### config.mk
export PLATFORM = sky130hd
export DESIGN_NAME = cpuc_sequencer_flat
export DESIGN_NICKNAME = d
export VERILOG_FILES = /design/src/rtl/cpuc_sequencer_pkg.sv /design/src/rtl/cpuc_sequencer_if.sv /design/src/rtl/cpuc_sequencer_prog_mem.sv /design/src/rtl/cpuc_sequencer.sv /design/src/flat_wrapper.sv
export SDC_FILE = /design/constraint.sdc
export NUM_CORES = 1
export LEC_CHECK = 0
export BUFFER_PORTS_ARGS = -buffer_cell sky130_fd_sc_hd__buf_4
export CORE_ASPECT_RATIO = 0.7
export CORE_UTILIZATION = 23
export DETAILED_ROUTE_END_ITERATION = 8
export GPL_TIMING_DRIVEN = 0
export PLACE_DENSITY_LB_ADDON = 0.2
export SLEW_MARGIN = 15
export SYNTH_ARGS = -nofsm -noshare
export SYNTH_HDL_FRONTEND = slang
export SYNTH_SLANG_ARGS = --single-unit
### constraint.sdc
create_clock -name clk -period 8.9 [get_ports clk]
set_input_delay 2.67 -clock clk [delete_from_list [all_inputs] [get_ports clk]]
set_output_delay 2.67 -clock clk [all_outputs]
set_load 0.02 [all_outputs]
### src/rtl/cpuc_sequencer_pkg.sv
// Shared types and field positions for the CPUC program sequencer.
// Instruction word layout (32 bits):
//   [31:30] opcode, [29:0] EXEC payload,
//   WAIT: [15:0] cycle count, LOOP: [20:16] target PC, [15:0] pass count.
package cpuc_sequencer_pkg;

    localparam int OPC_MSB   = 31;
    localparam int OPC_LSB   = 30;
    localparam int PAYLOAD_W = OPC_LSB;
    localparam int CNT_W     = 16;
    localparam int TGT_LSB   = 16;

    typedef enum logic [1:0] {
        OP_EXEC = 2'b00,
        OP_WAIT = 2'b01,
        OP_LOOP = 2'b10,
        OP_HALT = 2'b11
    } t_seq_op;

    typedef enum logic [1:0] {
        ST_IDLE,
        ST_RUN,
        ST_WAIT,
        ST_DONE
    } t_seq_state;

    typedef struct packed {
        t_seq_op                op;
        logic [PAYLOAD_W-1:0]   payload;
    } t_seq_instr;

endpackage

### src/rtl/cpuc_sequencer_if.sv
// Control / program-load / issue bundle of the CPUC sequencer.
//   master: the controller side (drives start/abort/stall and program writes)
//   slave : the sequencer (drives issue outputs and status)
interface cpuc_sequencer_if #(
    parameter int PROGRAM_SIZE = 32,
    parameter int INSTR_WIDTH  = 32
);
    localparam int PC_W = $clog2(PROGRAM_SIZE);

    logic                   start;
    logic                   abort;
    logic                   stall;
    logic                   prg_wr_en;
    logic [PC_W-1:0]        prg_wr_addr;
    logic [INSTR_WIDTH-1:0] prg_wr_data;
    logic                   instr_valid;
    logic [INSTR_WIDTH-3:0] instr_payload;
    logic [PC_W-1:0]        instr_pc;
    logic                   busy;
    logic                   done;
    logic                   pc_ovf;
    logic                   wr_err;

    modport master (
        output start, abort, stall, prg_wr_en, prg_wr_addr, prg_wr_data,
        input  instr_valid, instr_payload, instr_pc, busy, done, pc_ovf, wr_err
    );

    modport slave (
        input  start, abort, stall, prg_wr_en, prg_wr_addr, prg_wr_data,
        output instr_valid, instr_payload, instr_pc, busy, done, pc_ovf, wr_err
    );

endinterface

### src/rtl/cpuc_sequencer_prog_mem.sv
// Instruction store: register array, one write port, one asynchronous read
// port. Contents are deliberately not reset (a program survives reset).
//   clk      : write clock
//   wr_en    : write strobe (already qualified by the sequencer)
//   wr_addr  : write address, wr_data: write word
//   rd_addr  : read address, rd_data: combinational read word
module cpuc_sequencer_prog_mem #(
    parameter int DEPTH = 32,
    parameter int WIDTH = 32,
    parameter int AW    = $clog2(DEPTH)
) (
    input  logic             clk,
    input  logic             wr_en,
    input  logic [AW-1:0]    wr_addr,
    input  logic [WIDTH-1:0] wr_data,
    input  logic [AW-1:0]    rd_addr,
    output logic [WIDTH-1:0] rd_data
);

    logic [WIDTH-1:0] mem [DEPTH];

    always_ff @(posedge clk) begin
        if (wr_en) mem[wr_addr] <= wr_data;
    end

    assign rd_data = mem[rd_addr];

endmodule

### src/rtl/cpuc_sequencer.sv
// CPUC program sequencer: runs the instruction store from PC 0 on start,
// issuing EXEC payloads, handling WAIT delays, a one-level hardware loop and
// HALT / PC overflow.
//   clk, rst_n : clock, asynchronous active-low reset
//   bus        : cpuc_sequencer_if slave (control, program load, issue, status)
module cpuc_sequencer
    import cpuc_sequencer_pkg::*;
#(
    parameter int PROGRAM_SIZE = 32,
    parameter int INSTR_WIDTH  = 32
) (
    input  logic          clk,
    input  logic          rst_n,
    cpuc_sequencer_if.slave bus
);

    localparam int              PC_W    = $clog2(PROGRAM_SIZE);
    localparam logic [PC_W-1:0] PC_LAST = PC_W'(PROGRAM_SIZE - 1);

    t_seq_state             state;
    logic [PC_W-1:0]        pc;
    logic [CNT_W-1:0]       wait_cnt;
    logic [CNT_W-1:0]       loop_cnt;
    logic                   loop_act;
    logic                   valid_q;
    logic [INSTR_WIDTH-3:0] payload_q;
    logic [PC_W-1:0]        instr_pc_q;
    logic                   done_q;
    logic                   pc_ovf_q;
    logic                   wr_err_q;

    logic [INSTR_WIDTH-1:0] rd_word;
    t_seq_instr             instr;
    logic [CNT_W-1:0]       fld_cnt;
    logic [PC_W-1:0]        fld_tgt;
    logic                   wr_ok;
    logic                   do_adv;
    logic                   do_jump;

    // Writes only land while idle; the same-cycle start still sees the new
    // word because RUN reads the store combinationally on the next cycle.
    assign wr_ok = bus.prg_wr_en && (state == ST_IDLE);

    cpuc_sequencer_prog_mem #(
        .DEPTH (PROGRAM_SIZE),
        .WIDTH (INSTR_WIDTH),
        .AW    (PC_W)
    ) u_prog_mem (
        .clk     (clk),
        .wr_en   (wr_ok),
        .wr_addr (bus.prg_wr_addr),
        .wr_data (bus.prg_wr_data),
        .rd_addr (pc),
        .rd_data (rd_word)
    );

    // Field layout assumes a 32-bit instruction word.
    assign instr   = t_seq_instr'(rd_word);
    assign fld_cnt = instr.payload[CNT_W-1:0];
    assign fld_tgt = instr.payload[TGT_LSB +: PC_W];

    // Next-PC intent for the current cycle: step to PC+1, or branch to the
    // loop target. HALT and WAIT(n>0) do neither.
    always_comb begin
        do_adv  = 1'b0;
        do_jump = 1'b0;
        if (state == ST_RUN) begin
            case (instr.op)
                OP_EXEC: do_adv = 1'b1;
                OP_WAIT: do_adv = (fld_cnt == '0);
                OP_LOOP: begin
                    if (loop_act ? (loop_cnt == CNT_W'(1)) : (fld_cnt <= CNT_W'(1)))
                        do_adv = 1'b1;
                    else
                        do_jump = 1'b1;
                end
                default: ;
            endcase
        end else if (state == ST_WAIT) begin
            do_adv = (wait_cnt == CNT_W'(1));
        end
    end

    always_ff @(posedge clk or negedge rst_n) begin
        if (!rst_n) begin
            state      <= ST_IDLE;
            pc         <= '0;
            wait_cnt   <= '0;
            loop_cnt   <= '0;
            loop_act   <= 1'b0;
            valid_q    <= 1'b0;
            payload_q  <= '0;
            instr_pc_q <= '0;
            done_q     <= 1'b0;
            pc_ovf_q   <= 1'b0;
            wr_err_q   <= 1'b0;
        end else begin
            wr_err_q <= bus.prg_wr_en && (state != ST_IDLE);

            if (bus.abort) begin
                state    <= ST_IDLE;
                valid_q  <= 1'b0;
                done_q   <= 1'b0;
                loop_act <= 1'b0;
            end else if (state == ST_IDLE) begin
                valid_q <= 1'b0;
                done_q  <= 1'b0;
                if (bus.start) begin
                    state    <= ST_RUN;
                    pc       <= '0;
                    loop_act <= 1'b0;
                    pc_ovf_q <= 1'b0;
                end
            end else if (!bus.stall) begin
                valid_q <= 1'b0;
                done_q  <= 1'b0;

                // Stepping past the last entry never wraps: flag and finish.
                if (do_adv) begin
                    if (pc == PC_LAST) begin
                        pc_ovf_q <= 1'b1;
                        done_q   <= 1'b1;
                        state    <= ST_DONE;
                    end else begin
                        pc    <= pc + PC_W'(1);
                        state <= ST_RUN;
                    end
                end
                if (do_jump) pc <= fld_tgt;

                case (state)
                    ST_RUN: begin
                        case (instr.op)
                            OP_EXEC: begin
                                valid_q    <= 1'b1;
                                payload_q  <= instr.payload;
                                instr_pc_q <= pc;
                            end
                            OP_WAIT: begin
                                if (fld_cnt != '0) begin
                                    wait_cnt <= fld_cnt;
                                    state    <= ST_WAIT;
                                end
                            end
                            OP_LOOP: begin
                                // A nested LOOP reuses the active counter.
                                if (loop_act) begin
                                    if (loop_cnt == CNT_W'(1)) loop_act <= 1'b0;
                                    else                       loop_cnt <= loop_cnt - CNT_W'(1);
                                end else if (fld_cnt > CNT_W'(1)) begin
                                    loop_act <= 1'b1;
                                    loop_cnt <= fld_cnt - CNT_W'(1);
                                end
                            end
                            default: begin
                                done_q <= 1'b1;
                                state  <= ST_DONE;
                            end
                        endcase
                    end
                    ST_WAIT: begin
                        if (wait_cnt != CNT_W'(1)) wait_cnt <= wait_cnt - CNT_W'(1);
                    end
                    default: state <= ST_IDLE;
                endcase
            end
        end
    end

    assign bus.instr_valid   = valid_q;
    assign bus.instr_payload = payload_q;
    assign bus.instr_pc      = instr_pc_q;
    assign bus.busy          = (state != ST_IDLE);
    assign bus.done          = done_q;
    assign bus.pc_ovf        = pc_ovf_q;
    assign bus.wr_err        = wr_err_q;

endmodule

### src/flat_wrapper.sv
// flat-port wrapper written by rule: the top's interface ports become plain ports
module cpuc_sequencer_flat import cpuc_sequencer_pkg::*;
#(
    parameter int PROGRAM_SIZE = 32,
    parameter int INSTR_WIDTH  = 32
)
  (clk, rst_n, bus_start, bus_abort, bus_stall, bus_prg_wr_en, bus_prg_wr_addr, bus_prg_wr_data, bus_instr_valid, bus_instr_payload, bus_instr_pc, bus_busy, bus_done, bus_pc_ovf, bus_wr_err);
  cpuc_sequencer_if #(.PROGRAM_SIZE(PROGRAM_SIZE), .INSTR_WIDTH(INSTR_WIDTH)) bus_i ();
  input  logic clk;
  input  logic rst_n;
  input wire logic [$bits(bus_i.start)-1:0] bus_start;
  input wire logic [$bits(bus_i.abort)-1:0] bus_abort;
  input wire logic [$bits(bus_i.stall)-1:0] bus_stall;
  input wire logic [$bits(bus_i.prg_wr_en)-1:0] bus_prg_wr_en;
  input wire logic [$bits(bus_i.prg_wr_addr)-1:0] bus_prg_wr_addr;
  input wire logic [$bits(bus_i.prg_wr_data)-1:0] bus_prg_wr_data;
  output wire logic [$bits(bus_i.instr_valid)-1:0] bus_instr_valid;
  output wire logic [$bits(bus_i.instr_payload)-1:0] bus_instr_payload;
  output wire logic [$bits(bus_i.instr_pc)-1:0] bus_instr_pc;
  output wire logic [$bits(bus_i.busy)-1:0] bus_busy;
  output wire logic [$bits(bus_i.done)-1:0] bus_done;
  output wire logic [$bits(bus_i.pc_ovf)-1:0] bus_pc_ovf;
  output wire logic [$bits(bus_i.wr_err)-1:0] bus_wr_err;
  assign bus_i.start = bus_start;
  assign bus_i.abort = bus_abort;
  assign bus_i.stall = bus_stall;
  assign bus_i.prg_wr_en = bus_prg_wr_en;
  assign bus_i.prg_wr_addr = bus_prg_wr_addr;
  assign bus_i.prg_wr_data = bus_prg_wr_data;
  assign bus_instr_valid = bus_i.instr_valid;
  assign bus_instr_payload = bus_i.instr_payload;
  assign bus_instr_pc = bus_i.instr_pc;
  assign bus_busy = bus_i.busy;
  assign bus_done = bus_i.done;
  assign bus_pc_ovf = bus_i.pc_ovf;
  assign bus_wr_err = bus_i.wr_err;
  cpuc_sequencer #(.PROGRAM_SIZE(PROGRAM_SIZE), .INSTR_WIDTH(INSTR_WIDTH)) u_core (.clk(clk), .rst_n(rst_n), .bus(bus_i));
endmodule
==> impl_results.md <==
* Post-synth EDFFs at 1,024
* Fmax at 148 MHz
* First-pass DRT Iterations at 6
* CP dominant cell by count: buf_2
* Cell Count, Final, Fillers Out at 4,966
* Worst-path clk slew at 0.06 ns
* Crit-path leading delay family: buffers and inverters
* CP bufs+invs at 7
* Clock Latency Late Sink at 0.73 ns
* GR Overflow Total at 0
* Final setup margin at 2.15 ns
* Post-route DRC at 0
* Power, Total at 12.6 mW
* Clock Tree Root: clkbuf_16
* Unrepaired setup endpoints after global routing: false
* Tmin final at 6.75 ns
* Register bit total from synthesis at 1,103
* Sw frac at 0.259
* PwrDens at 238 nW/um2
* Syn Inst Count at 2,126
* Maximum vdd drop at 0.000160 V
* Total track usage at 0.145
* Power Internal at 9.32 mW
* TNS Setup at 0 ns
* Distinct cells, synth at 69
* MaxCap Viol Count at 0
* Dpl hpwl at 96,200 um
* Core ar. at 186,000 um2
* Cell Area, Synth at 43,300 um2
* Max Root-Sink Buffers at 3
* Critical path's slowest cell: buf_1
* Via-to-Cell Ratio at 4.64
* Worst Skew at 0.0509 ns
* Asr flop ratio synth at 0.0716
* Worst-margin pin slew at 1.20 ns
* CTS Hold Bufs at 0
* CTS tree: yes
* DIE HEIGHT at 365 um
* Status: finished, final reports clean
* Leakage at 16.3 nW
* Setup CP Type: flop to flop
* Buffers added on ports at 82
* Comb pwr share at 0.149
* RD Place Congestion at 0.784
* Setup violators final at 0
* Initial antenna violation count at 8
* Starting DRT DRC Count at 2,607
* Crit-path max cell delay at 0.83 ns
* Setup WS pre-CTS at 2.14 ns
* Worst EP arrival at 7.30 ns
* Inserted Clock Buffers at 107
* Initial Utilization at 0.233
* P_sw at 3.25 mW
* Wirelength per Cell at 28.0 um
* Register area share after synthesis at 0.756
* Via count of the routed design at 23.0k
* Largest net degree at the start of global routing at 80
* Fin crit share at 0.759
* Resize count post-CTS at 0
* Vias in the first global route at 23.4k
* Fin. Hold Viols at 0
* CP Max Fanout at 10
* Die width at 521 um
* Cells along the critical path: buf_2 > buf_2 > buf_2 > buf_1 > clkbuf_1 > mux4_2 > mux4_2 > mux2_2 > inv_1 > ha_1 > o21ai_0 > o311ai_4 > nor2_1 > buf_2 > a21oi_1 > a21oi_1
* Critical Path End Type: flop
* Placed cells at 4,763
* Synth Net Count at 2,181
* Die ar. at 190,000 um2
* # Post-CTS Setup Buffers at 0
* Post-route ant nets at 0
* Synth Flop Type: edfxtp_1
* Ys Warns at 0
* Nets at 2,448
* First-pass GRT wire length at 191,000 um
* # IOs at 83
* Area after DPL at 49,100 um2
* Crit start category: flop
* H-tree depth at 3
* Row count at 132
* Avg Inst Size Synth at 20.4 um2
* Clock share of power at 0.378
* Final Instance Area at 52,800 um2
* Slew HR at 0.202
* Worst EP required at 9.44 ns
* Total wire length at 139,000 um
* Clk sink count at 1,103
* Area Overhead vs Synth at 21.8%
* Slew Viols, Final at 0
* Worst Hold Class: flop to flop
* Fraction of layout cells with a size suffix above 1 at 0.278
* Seq pwr share at 0.473
==> through the flow <==
step	hold WS, ns	utilization
after floorplan	0.449	-
after global placement	0.465	0.253
after detailed placement	0.470	0.264
after CTS	0.490	0.284
after global routing	0.504	0.284
final	0.480	0.284
==> cells in the mapped netlist, types with 11 or more instances <==
cell type | count | area [um2]
nand4_1 | 24 | 150
mux2_2 | 11 | 124
o21ai_0 | 59 | 295
buf_2 | 29 | 145
buf_1 | 15 | 56.3
mux2i_1 | 80 | 801
clkbuf_1 | 57 | 214
ha_1 | 12 | 150
a21oi_1 | 38 | 190
nor2_1 | 70 | 263
nand2_1 | 109 | 409
edfxtp_1 | 1024 | 30700
a22oi_1 | 23 | 173
o22a_1 | 26 | 228
inv_1 | 21 | 78.8
mux4_2 | 263 | 5920
nor3_1 | 13 | 65.1
dfrtp_1 | 79 | 1980
nand3_1 | 17 | 85.1
==> placed cells by master (no fill, tap or decap), drive strengths merged, types with 23 or more instances in the layout <==
| cell type | netlist | final |
|---|---|---|
| o22a | 26 | 26 |
| inv | 22 | 25 |
| dfrtp | 79 | 79 |
| buf | 53 | 208 |
| o21ai | 61 | 61 |
| nand4 | 25 | 25 |
| mux4 | 263 | 263 |
| nor2 | 70 | 70 |
| a21oi | 38 | 38 |
| nand2 | 109 | 109 |
| edfxtp | 1024 | 1024 |
| a22oi | 23 | 23 |
| mux2i | 80 | 80 |
| clkbuf | 57 | 197 |
| clkinv | 1 | 43 |
==> power by group through the flow <==
stage	logic [mW]	clock network [mW]	registers (mW)
after floorplan	1.10	0	6.07
after global placement	1.83	0	6.04
after detailed placement	1.89	0	6.04
after CTS	1.90	4.87	5.94
after global routing	2.01	5.05	5.95
final	1.87	4.76	5.94
==> cells by family after synthesis <==
| group | Yosys count | share of synthesized area |
|---|---|---|
| compound gates | 224 | 0.0355 |
| simple gates | 286 | 0.0309 |
| fa+ha+maj | 12 | 0.00347 |
| mux | 354 | 0.158 |
| flops | 1103 | 0.756 |
| buf+inv | 133 | 0.0136 |
| xor+xnor | 14 | 0.00283 |
==> registers in the layout, indices dropped and copies added, names as in the netlist <==
signal	cells
u_core.u_prog_mem.mem	1024
u_core.bus.instr_payload	30
u_core.loop_cnt	16
u_core.wait_cnt	16
u_core.bus.instr_pc	5
u_core.pc	5
u_core.state	2
u_core.bus.done	1
u_core.bus.instr_valid	1
u_core.bus.pc_ovf	1
u_core.bus.wr_err	1
u_core.loop_act	1
==> cell type report <==
class	count	area, um2
fillers	18300	133000
flip-flops and latches	1103	32700
multi-input cells	890	10300
well taps	2479	3100
clock buffers	137	2920
repair buffers	158	2420
clock inverters	64	737
plain buffers	110	517
inverters	23	86.3
diodes	2	5.00
==> final timing paths <==
path	depth (start not counted)	end	slack (ns)	startpoint
max	16	u_core.loop_cnt[4]	2.15	u_core.pc[1]
min	2	u_core.bus.instr_payload[0]	0.48	u_core.bus.instr_payload[0]
max reg2reg	16	u_core.loop_cnt[4]	2.15	u_core.pc[1]
min reg2reg	2	u_core.bus.instr_payload[0]	0.48	u_core.bus.instr_payload[0]
max in group asynchronous	1	u_core.bus.instr_payload[25]	6.24	rst_n
min in group asynchronous	1	u_core.bus.instr_payload[8]	2.01	rst_n
==> layer usage <==
layer  vias up  track usage  part of all wire  wire length, um
li1       9406            -                 -                -
met1     12600        0.213              0.47            65400
met2       866        0.222              0.45            62000
met3       162       0.0278             0.065             9080
met4         2       0.0281             0.016             2290
met5         -            0          0.000094               13
==> worst register-to-register path, stage by stage, from the launching register on <==
cell,delay (ns)
dfrtp_1,0.34
buf_2,0.20
buf_2,0.45
buf_2,0.50
buf_1,0.84
clkbuf_1,0.63
mux4_2,0.44
mux4_2,0.49
mux2_2,0.46
inv_1,0.25
ha_1,0.31
o21ai_0,0.27
o311ai_4,0.60
nor2_1,0.28
buf_2,0.27
a21oi_1,0.19
a21oi_1,0.06
Power figures use the tool's default switching activity.
